$ cat config.mk
export PLATFORM = sky130hd
export DESIGN_NAME = mem_axi_hp_bridge
export DESIGN_NICKNAME = d
export VERILOG_FILES = /design/src/rtl/mem_axi_hp_bridge.sv
export SDC_FILE = /design/constraint.sdc
export NUM_CORES = 1
export LEC_CHECK = 0
export BUFFER_PORTS_ARGS = -buffer_cell sky130_fd_sc_hd__buf_4
export CAP_MARGIN = 40
export CORE_AREA = 2 2 224 226
export CTS_CLUSTER_SIZE = 30
export DETAILED_ROUTE_END_ITERATION = 10
export DIE_AREA = 0 0 226 228
export PLACE_DENSITY = 0.4
export SLEW_MARGIN = 0
export SYNTH_ARGS = -nofsm -noshare
export SYNTH_HDL_FRONTEND = slang
export SYNTH_SLANG_ARGS = --single-unit
$ cat constraint.sdc
create_clock -name host_clk -period 5.3 [get_ports host_clk]
set_input_delay 0.265 -clock host_clk [delete_from_list [all_inputs] [get_ports host_clk]]
set_output_delay 0.265 -clock host_clk [all_outputs]
set_load 0.01 [all_outputs]
$ cat src/rtl/mem_axi_hp_bridge.sv
// mem_axi_hp_bridge
// Bridges the Rocket tile's tagged memory interface onto one Zynq HP AXI slave
// port, entirely in the host_clk domain.
//   - Wide memory beats (MEM_DATA_W) are split into RATIO narrower AXI beats on
//     writes; RATIO AXI read beats are reassembled into one memory beat.
//   - Each line is one INCR burst of BURST = LINE_BEATS*RATIO AXI beats.
//   - Write responses are counted (wr_outstanding) and new writes are held off
//     once MAX_WR_OUT bursts are awaiting B.
//   - axi_err is a sticky flag for any non-OKAY bresp/rresp.
// Ports:
//   host_clk, reset          clock, synchronous active-high reset
//   mem_req_cmd_*            command (line address, tag, rw) handshake
//   mem_req_data_*           write beat handshake
//   mem_resp_*               read response (data + tag) handshake
//   axi_ar*/aw*/w*/b*/r*     AXI master channels towards S_AXI_HP0
//   wr_outstanding           number of AW handshakes still awaiting B
//   axi_err                  sticky error flag, cleared only by reset
module mem_axi_hp_bridge #(
    parameter int          MEM_DATA_W = 128,
    parameter int          AXI_DATA_W = 64,
    parameter int          LINE_BEATS = 4,
    parameter int          ADDR_W     = 26,
    parameter int          TAG_W      = 5,
    parameter int          AXI_ID_W   = 6,
    parameter logic [31:0] BASE_ADDR  = 32'h1000_0000,
    parameter int          MAX_WR_OUT = 4
) (
    input  logic                            host_clk,
    input  logic                            reset,

    input  logic                            mem_req_cmd_valid,
    output logic                            mem_req_cmd_ready,
    input  logic [ADDR_W-1:0]               mem_req_cmd_addr,
    input  logic [TAG_W-1:0]                mem_req_cmd_tag,
    input  logic                            mem_req_cmd_rw,

    input  logic                            mem_req_data_valid,
    output logic                            mem_req_data_ready,
    input  logic [MEM_DATA_W-1:0]           mem_req_data_bits,

    output logic                            mem_resp_valid,
    input  logic                            mem_resp_ready,
    output logic [MEM_DATA_W-1:0]           mem_resp_data,
    output logic [TAG_W-1:0]                mem_resp_tag,

    output logic                            axi_arvalid,
    input  logic                            axi_arready,
    output logic [31:0]                     axi_araddr,
    output logic [AXI_ID_W-1:0]             axi_arid,
    output logic [7:0]                      axi_arlen,
    output logic [2:0]                      axi_arsize,
    output logic [1:0]                      axi_arburst,

    output logic                            axi_awvalid,
    input  logic                            axi_awready,
    output logic [31:0]                     axi_awaddr,
    output logic [AXI_ID_W-1:0]             axi_awid,
    output logic [7:0]                      axi_awlen,
    output logic [2:0]                      axi_awsize,
    output logic [1:0]                      axi_awburst,

    output logic                            axi_wvalid,
    input  logic                            axi_wready,
    output logic [AXI_DATA_W-1:0]           axi_wdata,
    output logic [AXI_DATA_W/8-1:0]         axi_wstrb,
    output logic                            axi_wlast,

    input  logic                            axi_bvalid,
    output logic                            axi_bready,
    input  logic [AXI_ID_W-1:0]             axi_bid,
    input  logic [1:0]                      axi_bresp,

    input  logic                            axi_rvalid,
    output logic                            axi_rready,
    input  logic [AXI_DATA_W-1:0]           axi_rdata,
    input  logic [AXI_ID_W-1:0]             axi_rid,
    input  logic [1:0]                      axi_rresp,
    input  logic                            axi_rlast,

    output logic [$clog2(MAX_WR_OUT+1)-1:0] wr_outstanding,
    output logic                            axi_err
);

    localparam int RATIO      = MEM_DATA_W / AXI_DATA_W;
    localparam int BURST      = LINE_BEATS * RATIO;
    localparam int BEAT_W     = (BURST > 1) ? $clog2(BURST) : 1;
    localparam int RS_W       = (RATIO > 1) ? $clog2(RATIO) : 1;
    localparam int OUT_W      = $clog2(MAX_WR_OUT + 1);
    localparam int LINE_SHIFT = $clog2(LINE_BEATS * MEM_DATA_W / 8);

    localparam logic [7:0] AXLEN   = 8'(BURST - 1);
    localparam logic [2:0] AXSIZE  = 3'($clog2(AXI_DATA_W / 8));
    localparam logic [1:0] AXBURST = 2'b01;

    localparam logic [1:0] S_IDLE    = 2'd0;
    localparam logic [1:0] S_RD_ADDR = 2'd1;
    localparam logic [1:0] S_WR_ADDR = 2'd2;
    localparam logic [1:0] S_WR_DATA = 2'd3;

    logic [1:0]            r_state;
    logic [BEAT_W-1:0]     r_beat;
    logic [31:0]           r_axaddr;
    logic [AXI_ID_W-1:0]   r_arid;
    logic [OUT_W-1:0]      r_wr_out;
    logic [RS_W-1:0]       r_rslice;
    logic                  r_resp_valid;
    logic [MEM_DATA_W-1:0] r_resp_data;
    logic [TAG_W-1:0]      r_resp_tag;
    logic                  r_err;

    logic                  w_wr_start;
    logic                  w_aw_hs;
    logic                  w_b_hs;
    logic                  w_wvalid;
    logic                  w_w_hs;
    logic                  w_wlast;
    logic [RS_W-1:0]       w_wslice;
    logic                  w_rready;
    logic                  w_r_hs;
    logic                  w_r_final;
    logic [MEM_DATA_W-1:0] w_assembled;
    logic                  w_unused;

    // A write is only launched when its first data beat is already present
    // and the B-response tracker has room for one more burst.
    assign w_wr_start = mem_req_cmd_valid && mem_req_cmd_rw && mem_req_data_valid
                        && (r_wr_out < OUT_W'(MAX_WR_OUT));

    assign w_aw_hs  = (r_state == S_WR_ADDR) && axi_awready;
    assign w_b_hs   = axi_bvalid;
    assign w_wvalid = (r_state == S_WR_DATA) && mem_req_data_valid;
    assign w_w_hs   = w_wvalid && axi_wready;
    assign w_wlast  = (r_state == S_WR_DATA) && (r_beat == BEAT_W'(BURST - 1));

    // Low bits of the burst beat counter select which slice of the wide beat
    // is on the W channel; slice 0 is the least significant.
    assign w_wslice = RS_W'(r_beat & BEAT_W'(RATIO - 1));

    // ------------------------------------------------------------------
    // Command FSM and write beat counter
    // ------------------------------------------------------------------
    always_ff @(posedge host_clk) begin
        if (reset) begin
            r_state <= S_IDLE;
            r_beat  <= '0;
        end else begin
            case (r_state)
                S_IDLE: begin
                    if (mem_req_cmd_valid && !mem_req_cmd_rw) begin
                        r_state <= S_RD_ADDR;
                    end else if (w_wr_start) begin
                        r_state <= S_WR_ADDR;
                    end
                end
                S_RD_ADDR: begin
                    if (axi_arready) begin
                        r_state <= S_IDLE;
                    end
                end
                S_WR_ADDR: begin
                    if (axi_awready) begin
                        r_state <= S_WR_DATA;
                    end
                end
                S_WR_DATA: begin
                    if (w_w_hs) begin
                        if (w_wlast) begin
                            r_beat  <= '0;
                            r_state <= S_IDLE;
                        end else begin
                            r_beat <= r_beat + BEAT_W'(1);
                        end
                    end
                end
                default: r_state <= S_IDLE;
            endcase
        end
    end

    // Address and ID are captured while idle so they stay stable for the whole
    // time the address channel is waiting for ready.
    always_ff @(posedge host_clk) begin
        if ((r_state == S_IDLE) && mem_req_cmd_valid) begin
            r_axaddr <= BASE_ADDR | (32'(mem_req_cmd_addr) << LINE_SHIFT);
            r_arid   <= AXI_ID_W'(mem_req_cmd_tag);
        end
    end

    // ------------------------------------------------------------------
    // Outstanding write response counter
    // ------------------------------------------------------------------
    always_ff @(posedge host_clk) begin
        if (reset) begin
            r_wr_out <= '0;
        end else if (w_aw_hs && !w_b_hs) begin
            r_wr_out <= r_wr_out + OUT_W'(1);
        end else if (!w_aw_hs && w_b_hs && (r_wr_out != '0)) begin
            r_wr_out <= r_wr_out - OUT_W'(1);
        end
    end

    // ------------------------------------------------------------------
    // Read reassembly and response register
    // ------------------------------------------------------------------
    assign w_rready  = !r_resp_valid || mem_resp_ready;
    assign w_r_hs    = axi_rvalid && w_rready;
    assign w_r_final = (r_rslice == RS_W'(RATIO - 1));

    generate
        if (RATIO == 1) begin : g_no_stage
            assign w_assembled = axi_rdata;
        end else begin : g_stage
            logic [MEM_DATA_W-AXI_DATA_W-1:0] r_stage;

            // Slices 0..RATIO-2 wait here; the final slice bypasses straight
            // into the response register so there is no extra cycle.
            always_ff @(posedge host_clk) begin
                if (w_r_hs && !w_r_final) begin
                    r_stage[int'(r_rslice)*AXI_DATA_W +: AXI_DATA_W] <= axi_rdata;
                end
            end

            assign w_assembled = {axi_rdata, r_stage};
        end
    endgenerate

    always_ff @(posedge host_clk) begin
        if (reset) begin
            r_rslice     <= '0;
            r_resp_valid <= 1'b0;
            r_resp_data  <= '0;
            r_resp_tag   <= '0;
            r_err        <= 1'b0;
        end else begin
            if (w_r_hs) begin
                r_rslice <= w_r_final ? '0 : r_rslice + RS_W'(1);
            end
            // A reload in the same cycle as the consumer's handshake keeps
            // valid high, which is what gives bubble-free streaming.
            if (w_r_hs && w_r_final) begin
                r_resp_valid <= 1'b1;
                r_resp_data  <= w_assembled;
                r_resp_tag   <= axi_rid[TAG_W-1:0];
            end else if (mem_resp_ready) begin
                r_resp_valid <= 1'b0;
            end
            if ((axi_bvalid && (axi_bresp != 2'b00)) || (w_r_hs && (axi_rresp != 2'b00))) begin
                r_err <= 1'b1;
            end
        end
    end

    // rlast and the B/R IDs carry no information this bridge needs: bursts are
    // fixed length and only one write ID is ever used.
    assign w_unused = ^{axi_rlast, axi_bid, axi_rid};

    assign mem_req_cmd_ready  = ((r_state == S_RD_ADDR) && axi_arready) || w_aw_hs;
    assign mem_req_data_ready = w_w_hs && (w_wslice == RS_W'(RATIO - 1));

    assign mem_resp_valid = r_resp_valid;
    assign mem_resp_data  = r_resp_data;
    assign mem_resp_tag   = r_resp_tag;

    assign axi_arvalid = (r_state == S_RD_ADDR);
    assign axi_araddr  = r_axaddr;
    assign axi_arid    = r_arid;
    assign axi_arlen   = AXLEN;
    assign axi_arsize  = AXSIZE;
    assign axi_arburst = AXBURST;

    assign axi_awvalid = (r_state == S_WR_ADDR);
    assign axi_awaddr  = r_axaddr;
    assign axi_awid    = '0;
    assign axi_awlen   = AXLEN;
    assign axi_awsize  = AXSIZE;
    assign axi_awburst = AXBURST;

    assign axi_wvalid = w_wvalid;
    assign axi_wdata  = AXI_DATA_W'(mem_req_data_bits >> (int'(w_wslice) * AXI_DATA_W));
    assign axi_wstrb  = '1;
    assign axi_wlast  = w_wlast;

    assign axi_bready = 1'b1;
    assign axi_rready = w_rready;

    assign wr_outstanding = r_wr_out;
    assign axi_err        = r_err;

endmodule

==> results.sh, run 1 <==
export IMPL_grt_max_degree=66
export IMPL_track_usage_pct=14.2
export IMPL_whs_ns=0.0567
export IMPL_seq_area_um2=5710
export IMPL_place_area_um2=13900
export IMPL_path_class="reg -> out"
export IMPL_crit_required_ns=5.04
export IMPL_grt_util_met3_pct=3.09
export IMPL_synth_seq_area_share_pct=57.6
export IMPL_synth_flop_cell="dfxtp_1"
export IMPL_drv_cap=0
export IMPL_first_iter_violations=355
export IMPL_syn_inst=972
export IMPL_syn_to_final_growth_pct=61.3
export IMPL_route_detailed_drc=0
export IMPL_placement_io_buffers=505
export IMPL_grt_pass1_wl_mm=55.3
export IMPL_core_um2=49300
export IMPL_vias_per_cell=3.87
export IMPL_use_met1_pct=14.0
export IMPL_period_share_pct=46.9
export IMPL_initial_core_util_pct=20.1
export IMPL_htreeDepth=1
export IMPL_clk_pin_slew_ns=0.06
export IMPL_antenna_found_initial=9
export IMPL_worst_path_max_delay_cell="buf_4"
export IMPL_cts_setup_buffers=0
export IMPL_ioPinCount=571
export IMPL_routabilityCongestion=0.837
export IMPL_multi_input_comb_area_um2=3460
export IMPL_worstMarginPinSlew_ns=0.824
export IMPL_hold_class="in -> reg"
export IMPL_clock_latency_ns=0.58
export IMPL_post_drt_wl_per_cell_um=17.0
export IMPL_pwr_density_cell_nw_per_um2=310
export IMPL_place_inst=2071
export IMPL_place_hpwl_mm=28.5
export IMPL_dp_slack_ns=2.67
export IMPL_synth_area_leader_cell="dfxtp_1"
export IMPL_fmax_mhz=402
export IMPL_die_area_um2=51500
export IMPL_period_needed_ns=2.49
export IMPL_num_vias=8644
export IMPL_path_delay_family="buffers and inverters"
export IMPL_dr_pass1_iters=4
export IMPL_met2_usage_pct=27.7
export IMPL_holdBufCountCts=102
export IMPL_crit_chain="buf_4 -> mux2_2 -> buf_4"
export IMPL_fillers=5211
export IMPL_synth_edf_count=94
export IMPL_cts_tree="yes"
export IMPL_synth_top_cells_by_count="261 x nand2_1, 144 x dfxtp_1, 128 x a21oi_1"
export IMPL_crit_buf_inv=2
export IMPL_synth_most_common_cell="nand2_1"
export IMPL_finalSetupViolCount=0
export IMPL_skew_ns=0.0227
export IMPL_cts_resized=0
export IMPL_finalHoldViolCount=0
export IMPL_final_antenna_net_count=0
export IMPL_cpMostUsedCell="buf_4"
export IMPL_cpPeakStageDelay_ns=0.63
export IMPL_grt_setup_unrepaired="false"
export IMPL_final_design_area_no_fill_um2=16000
export IMPL_start_kind="register"
export IMPL_cp_data_arrival_time_ns=2.22
export IMPL_crit_fanout=64
export IMPL_routed_wl_mm=37.9
export IMPL_num_nets_final=1787
export IMPL_end_kind="primary output"
export IMPL_die_h_um=228
export IMPL_clock_path_buffers=3
export IMPL_setup_ws_ns=2.81
export IMPL_busiest_layer="met2"
export IMPL_ys_ff_latch=238
export IMPL_cts_root_buf="clkbuf_16"
export IMPL_synth_distinct_cells=41
export IMPL_grt_pass1_vias=8820
export IMPL_cts_sinks=238
export IMPL_synth_top_area_share_pct=29.1
export IMPL_post_route_util_pct=32.3
export IMPL_syn_area_um2=9900
export IMPL_maxSlewHeadroom_pct=45.0
export IMPL_rows=82
export IMPL_ys_async_sr_fraction_pct=0
export IMPL_slew_violations=0
export IMPL_synth_warnings=0
export IMPL_drive_gt1_share_pct=41.7
export IMPL_total_power_mw=4.95
export IMPL_cts_buffers=30
export IMPL_die_w_um=226
export IMPL_leakage_nw=6.67
export IMPL_syn_avg_cell_area_um2=10.2
export IMPL_setup_tns_final_ns=0
export IMPL_peakVddDrop_mv=0.240
export IMPL_final_cells=2235
export IMPL_netlist_top_cells_area="dfxtp_1 29%, edfxtp_1 29%, nand2_1 9.9%, mux2_2 7.3%, a21oi_1 6.5%"
export IMPL_outcome="finished, final reports clean"
export IMPL_grt_ovfl_total=0
-- metal layers --
layer,part of all wire [%],vias to the layer above
li1,-,4229
met1,34,4030
met2,56,326
met3,6.4,57
met4,3.8,2
met5,0.034,-
-- registers in the layout (all words and copies together) (netlist names) --
signal / count
axi_araddr: 25
axi_arid: 5
axi_err: 1
g_stage.r_stage: 64
mem_resp_data: 128
mem_resp_tag: 5
mem_resp_valid: 1
r_beat: 3
r_rslice: 1
r_state: 2
wr_outstanding: 3
-- path summary, 6_finish.rpt --
path	start	to	slack (ns)	depth (start not counted)
setup / recovery	r_beat[0]$_SDFFE_PP0P_	axi_wdata[8]	2.81	3
hold / removal	axi_bresp[0]	axi_err$_SDFFE_PP0P_	0.06	3
setup reg to reg	mem_resp_valid$_SDFFE_PP0P_	g_stage.r_stage[24]$_DFFE_PP_	2.88	4
hold reg to reg	mem_resp_data[40]$_SDFFE_PP0P_	mem_resp_data[40]$_SDFFE_PP0P_	0.45	2
-- where the power goes --
part | switching, mW | leakage, nW | internal [mW] | total, mW
clock | 0.825 | 0.470 | 1.18 | 2.00
combinational | 0.401 | 4.11 | 0.417 | 0.818
sequential | 0.0683 | 2.08 | 2.06 | 2.12
total | 1.29 | 6.67 | 3.65 | 4.95
-- tightest hold or removal path, stage by stage --
cell     delay (ns)
buf_4          0.10
o21ai_0        0.08
a31oi_1        0.15
-- cell type report --
cell class / instances / area share [%]
diodes: 6 / 0.0941
clock buffers: 44 / 5.41
clock inverters: 12 / 0.737
inverters: 4 / 0.0941
multi-input cells: 641 / 21.7
flip-flops and latches: 238 / 35.8
well taps: 672 / 5.27
repair buffers: 618 / 30.9
-- cells in the final DEF (no fill, tap or decap), types with 3 or more instances in the layout --
master,n
buf_4,514
nand2_1,261
dfxtp_1,142
a21oi_1,128
dlygate4sd3_1,102
edfxtp_1,94
nor2b_1,67
mux2_2,64
conb_1,56
clkbuf_16,30
nand2_2,10
a21oi_2,10
clkbuf_1,8
nor2_1,7
diode_2,6
clkbuf_8,6
inv_1,4
clkinv_1,4
o21ai_0,3
-- kinds of logic after synthesis --
kind of cell | Yosys count | synth area share [%]
AND/OR/NAND/NOR | 365 | 16.4
flip-flops | 238 | 57.6
AO/OA/AOI/OAI | 149 | 8.14
buffers and inverters | 147 | 9.61
multiplexers | 66 | 7.48
adder cells (fa/ha/maj) | 3 | 0.455
other | 2 | 0.0759
XOR/XNOR | 2 | 0.177
No activity file was read; power rests on OpenSTA's default activity.
==> inputs of run 2 (changes only) <==
CORE_AREA = 2 2 221 223   (was 2 2 224 226)
DIE_AREA = 0 0 223 225   (was 0 0 226 228)
PLACE_DENSITY = 0.42   (was 0.4)
clock period = 2.1 ns   (was 5.3 ns; I/O delays follow)
==> run 2 against run 1 <==
  * First-iteration DRC count shrank 5.6%
  * Flip-flop and latch count stayed put
  * Clock skew decreased by 0.0013 ns
==> results.sh, run 2 (synthesized netlist as in run 1, its figures left out) <==
export IMPL_die_h_um=225
export IMPL_clock_path_buffers=3
export IMPL_post_drt_wl_per_cell_um=17.8
export IMPL_die_w_um=223
export IMPL_clkPwrFrac_pct=39.2
export IMPL_crit_required_ns=2.60
export IMPL_post_route_util_pct=33.9
export IMPL_finalHoldViolCount=0
export IMPL_final_antenna_net_count=0
export IMPL_r2r_cells=5
export IMPL_start_kind="register"
export IMPL_routabilityCongestion=0.789
export IMPL_p_int_mw=9.12
export IMPL_maxSlewHeadroom_pct=62.7
export IMPL_dr_wl_met3_mm=2.06
export IMPL_grt_max_degree=63
export IMPL_fmax_mhz=507
export IMPL_slew_violations=0
export IMPL_die_area_um2=50200
export IMPL_cp_data_arrival_time_ns=2.47
export IMPL_path_class="reg -> reg"
export IMPL_pwr_density_cell_nw_per_um2=765
export IMPL_switching_share_pct=26.0
export IMPL_syn_to_final_growth_pct=62.7
export IMPL_rows=80
export IMPL_dr_pass1_iters=4
export IMPL_core_um2=47500
export IMPL_crit_fanout=5
export IMPL_period_share_pct=94.0
export IMPL_setup_ws_ns=0.126
export IMPL_cts_tree="yes"
export IMPL_min_from="reset"
export IMPL_num_vias=8652
export IMPL_htreeDepth=1
export IMPL_clk_pin_slew_ns=0.06
export IMPL_drv_cap=0
export IMPL_switchingPower_mw=3.20
export IMPL_largest_reg_flops=128
export IMPL_end_kind="register"
export IMPL_whs_path_depth=2
export IMPL_r2r_end="r_state[1]$_SDFFE_PP0P_"
export IMPL_vias_per_cell=3.93
export IMPL_dr_wl_met2_mm=21.2
export IMPL_routed_wl_mm=39.2
export IMPL_place_inst=2025
export IMPL_grt_setup_unrepaired="false"
export IMPL_final_cell_mix="516 x buf_4, 261 x nand2_1, 142 x dfxtp_1"
export IMPL_dp_slack_ns=0.175
export IMPL_grt_pass1_wl_mm=55.6
export IMPL_first_iter_violations=335
export IMPL_clock_latency_ns=0.56
export IMPL_ioPinCount=571
export IMPL_combPwrFrac_pct=17.4
export IMPL_final_cells=2199
export IMPL_min_to="mem_resp_data[127]$_SDFFE_PP0P_"
export IMPL_place_hpwl_mm=30.0
export IMPL_track_usage_pct=14.8
export IMPL_peakVddDrop_mv=0.618
export IMPL_cts_buffers=30
export IMPL_setup_tns_final_ns=0
export IMPL_r2r_start="wr_outstanding[2]$_SDFFE_PP0P_"
export IMPL_leakage_nw=6.77
export IMPL_cts_setup_buffers=0
export IMPL_antenna_found_initial=13
export IMPL_skew_ns=0.0215
export IMPL_period_needed_ns=1.97
export IMPL_placement_io_buffers=505
export IMPL_worstMarginPinSlew_ns=0.559
export IMPL_total_power_mw=12.3
export IMPL_initial_core_util_pct=20.8
export IMPL_num_nets_final=1805
export IMPL_finalSetupViolCount=0
export IMPL_cts_sinks=238
export IMPL_p_seq_share_pct=43.4
export IMPL_met1_length_mm=14.3
export IMPL_r2r_slack_ns=0.13
export IMPL_layout_commonest_cell="buf_4"
export IMPL_grt_ovfl_total=0
export IMPL_outcome="finished, final reports clean"
export IMPL_drive_gt1_share_pct=41.9
export IMPL_cts_root_buf="clkbuf_16"
export IMPL_top_layer_used="met5"
export IMPL_grt_pass1_vias=8718
export IMPL_hold_class="in -> reg"
export IMPL_route_detailed_drc=0
[run 2: cell types whose count changed in the layout (fill, tap and decap cells not counted), sizes merged]
cell         change
clkinv           +1
diode            +3
dlygate4sd3      +7
bufinv           -1
buf             +11
clkbuf           +1
clkinvlp         -1
[run 2: power groups by stage]
stage	Combinational (mW)	Sequential [mW]	Clock [mW]
CTS	2.19	5.35	5.06
floorplan	0.890	5.51	0
global route	2.33	5.38	5.25
finish	2.15	5.35	4.83
global placement	2.01	5.44	0
detailed placement	2.01	5.44	0
[run 2: layout make-up]
class                           instances  area, µm²
Timing Repair Buffer                  636       5180
Inverter                                4       15.0
Clock buffer                           45        858
Fill cell                            4926      31400
Antenna cell                            9       22.5
Multi-Input combinational cell        641       3460
Clock inverter                         11       78.8
Sequential cell                       238       5710
Tap cell                              615        769
[run 2: routing by layer]
metal | vias to the layer above | global-route usage [%]
li1 | 4271 | -
met1 | 4015 | 15.7
met2 | 303 | 28.0
met3 | 61 | 2.75
met4 | 2 | 7.27
met5 | - | 0
[run 2: through the flow]
step           cell area, µm²  hold WS (ns)
2_1_floorplan           10100         0.204
3_3_place_gp            14000         0.283
3_5_place_dp            14000         0.284
4_1_cts                 16100        0.0110
5_1_grt                 16100        0.0152
6_report                16100        0.0159
[run 2: critical path, stage by stage (launching register included)]
cell and delay, ns:
dfxtp_1 0.35, nor2b_1 0.13, o21ai_1 0.08, dlygate4sd3_1 0.56, a211oi_1 0.23, dlygate4sd3_1 0.57
[run 2: how the worst max path moves through the flow]
| stage | cells after the start | end | startpoint | slack, ns |
|---|---|---|---|---|
| 5_1_grt | 5 | r_state[1]$_SDFFE_PP0P_ | wr_outstanding[2]$_SDFFE_PP0P_ | 0.006 |
| 3_5_place_dp | 7 | wr_outstanding[2]$_SDFFE_PP0P_ | r_state[0]$_SDFFE_PP0P_ | 0.17 |
| 4_1_cts | 5 | r_state[1]$_SDFFE_PP0P_ | wr_outstanding[2]$_SDFFE_PP0P_ | 0.1 |
| 3_3_place_gp | 7 | wr_outstanding[2]$_SDFFE_PP0P_ | r_state[0]$_SDFFE_PP0P_ | 0.15 |
| 2_1_floorplan | 4 | g_stage.r_stage[0]$_DFFE_PP_ | mem_resp_valid$_SDFFE_PP0P_ | 0.09 |
| 6_report | 5 | r_state[1]$_SDFFE_PP0P_ | wr_outstanding[2]$_SDFFE_PP0P_ | 0.13 |
[run 2: what timing repair did]
item | 4_1_cts | 5_1_grt
endpoints found under the hold margin | 167 | 0
gates resized for setup | 0 | 1
setup endpoints to repair | 0 | 1
hold buffers | 109 | 0
==> inputs of run 3 (changes only) <==
CORE_AREA = 2 2 225 227   (was 2 2 221 223)
CTS_BUF_LIST = sky130_fd_sc_hd__clkbuf_4   (was default)
DIE_AREA = 0 0 227 229   (was 0 0 223 225)
PLACE_DENSITY = 0.41   (was 0.42)
==> run 3 against run 2 <==
  * Combinational power rose by 7%
  * Clock skew is 0.014 ns higher
  * Worst setup slack got worse by 0.070 ns
  * Core utilization rose by 0.45 points
  * Sequential power about the same
  * Final area is 5.8% higher
  * Wire length up 2.5%
  * Fmax is 3.4% lower
  * Non-clock buffer count is 51 higher
  * Largest cell class is now buffers
  * Largest power group unchanged
==> results.sh, run 3 (synthesized netlist as in run 1, its figures left out) <==
export IMPL_outcome="finished, final reports clean"
export IMPL_whs_ns=0.144
export IMPL_grt_ovfl_total=0
export IMPL_cts_root_buf="clkbuf_4"
export IMPL_pwr_density_cell_nw_per_um2=706
export IMPL_whs_path_depth=2
export IMPL_vias_per_cell=3.90
export IMPL_routed_wl_mm=40.2
export IMPL_cp_data_arrival_time_ns=1.94
export IMPL_die_h_um=229
export IMPL_track_usage_pct=14.9
export IMPL_period_share_pct=97.3
export IMPL_grt_pass1_vias=9496
export IMPL_seq_area_um2=5710
export IMPL_ioPinCount=571
export IMPL_dp_slack_ns=0.163
export IMPL_cts_sinks=238
export IMPL_post_drt_wl_per_cell_um=16.9
export IMPL_crit_required_ns=2.00
export IMPL_clock_latency_ns=0.75
export IMPL_fillers=5250
export IMPL_period_needed_ns=2.04
export IMPL_routabilityCongestion=0.789
export IMPL_r2r_start="r_state[0]$_SDFFE_PP0P_"
export IMPL_num_vias=9273
export IMPL_largest_reg_flops=128
export IMPL_drive_gt1_share_pct=44.1
export IMPL_setup_tns_final_ns=0
export IMPL_place_area_um2=14100
export IMPL_clock_path_buffers=3
export IMPL_core_um2=49700
export IMPL_placement_io_buffers=505
export IMPL_start_kind="register"
export IMPL_htreeDepth=3
export IMPL_skew_ns=0.0350
export IMPL_fmax_mhz=489
export IMPL_path_class="reg -> out"
export IMPL_clk_pin_slew_ns=0.06
export IMPL_layout_commonest_cell="buf_4"
export IMPL_peakVddDrop_mv=0.234
export IMPL_route_detailed_drc=0
export IMPL_grt_setup_unrepaired="true"
export IMPL_grt_pass1_wl_mm=57.4
export IMPL_rows=82
export IMPL_total_power_mw=12.0
export IMPL_finalHoldViolCount=0
export IMPL_maxSlewHeadroom_pct=47.4
export IMPL_dr_pass1_iters=4
export IMPL_min_to="axi_arid[4]$_DFFE_PP_"
export IMPL_final_antenna_net_count=0
export IMPL_syn_to_final_growth_pct=72.2
export IMPL_die_w_um=227
export IMPL_grt_max_degree=65
export IMPL_hold_class="in -> reg"
export IMPL_end_kind="primary output"
export IMPL_num_nets_final=1897
export IMPL_r2r_slack_ns=0.15
export IMPL_setup_ws_ns=0.0566
export IMPL_finalSetupViolCount=0
export IMPL_slew_violations=0
export IMPL_antenna_found_initial=9
export IMPL_place_hpwl_mm=28.0
export IMPL_final_cell_mix="483 x buf_4, 261 x nand2_1, 152 x dlygate4sd3_1"
export IMPL_first_iter_violations=331
export IMPL_final_design_area_no_fill_um2=17000
export IMPL_drv_cap=0
export IMPL_r2r_cells=7
export IMPL_multi_input_comb_area_um2=3610
export IMPL_min_from="mem_req_cmd_tag[4]"
export IMPL_cts_tree="yes"
export IMPL_worstMarginPinSlew_ns=0.789
export IMPL_initial_core_util_pct=19.9
export IMPL_cts_buffers=71
export IMPL_r2r_end="wr_outstanding[2]$_SDFFE_PP0P_"
export IMPL_die_area_um2=52000
export IMPL_crit_fanout=8
export IMPL_leakage_nw=7.27
## run 3: cell count changes in the layout (fill, tap and decap cells not counted), sizes merged
cell         previous run  this run
buf                   527       533
clkbuf                 45       112
clkinv                 10        14
clkinvlp                1         0
diode                   9         6
dlygate4sd3           109       152
inv                     4         8
## run 3: routing by layer
metal	GRT usage (%)	wire, µm
met5	0	16
met3	4.07	2940
met2	28.2	22200
met4	8.80	1620
met1	14.2	13400
## run 3: area by class of cell
cell class | count | area share [%]
Multi-Input combinational cell | 641 | 21.2
Inverter | 4 | 0.0881
Sequential cell | 238 | 33.5
Antenna cell | 6 | 0.0881
Clock buffer | 110 | 4.85
Clock inverter | 18 | 0.426
Timing Repair Buffer | 687 | 34.9
Tap cell | 672 | 4.93
## run 3: through the flow
| stage | util [%] | std cells |
|---|---|---|
| 6_report | 34.3 | 2376 |
| 3_5_place_dp | 28.3 | 2077 |
| 5_1_grt | 34.3 | 2376 |
| 2_1_floorplan | - | 1026 |
| 3_3_place_gp | 28.3 | 2077 |
| 4_1_cts | 34.2 | 2369 |
## run 3: where the power goes
| group | switching (mW) | total (mW) | internal (mW) |
|---|---|---|---|
| clock | 2.02 | 4.40 | 2.38 |
| combinational | 1.08 | 2.29 | 1.21 |
| sequential | 0.157 | 5.34 | 5.19 |
| total | 3.25 | 12.0 | 8.78 |
## run 3: how the worst max path moves through the flow
| stage | startpoint | cells past startpoint | endpoint |
|---|---|---|---|
| finish | r_beat[0]$_SDFFE_PP0P_ | 5 | axi_wdata[0] |
| global route | r_beat[0]$_SDFFE_PP0P_ | 5 | axi_wdata[0] |
| CTS | r_beat[0]$_SDFFE_PP0P_ | 5 | axi_wdata[36] |
| detailed placement | r_state[0]$_SDFFE_PP0P_ | 7 | wr_outstanding[2]$_SDFFE_PP0P_ |
| global placement | r_state[0]$_SDFFE_PP0P_ | 7 | wr_outstanding[2]$_SDFFE_PP0P_ |
| floorplan | mem_resp_valid$_SDFFE_PP0P_ | 4 | g_stage.r_stage[0]$_DFFE_PP_ |
## run 3: repair_timing
action                                  4_1_cts  5_1_grt
pin swaps                                     1        2
resized for setup                            75        6
endpoints found under the hold margin       269        0
cloned                                        6        2
endpoints found under the setup margin       65       60
buffers inserted                              6        0
hold buffers                                152        0
## run 3: worst max-delay path, cell delays in order, from the launching register on
cell and delay [ns]:
dfxtp_4 0.36, buf_6 0.13, buf_12 0.14, buf_16 0.15, mux2_4 0.31, buf_6 0.12
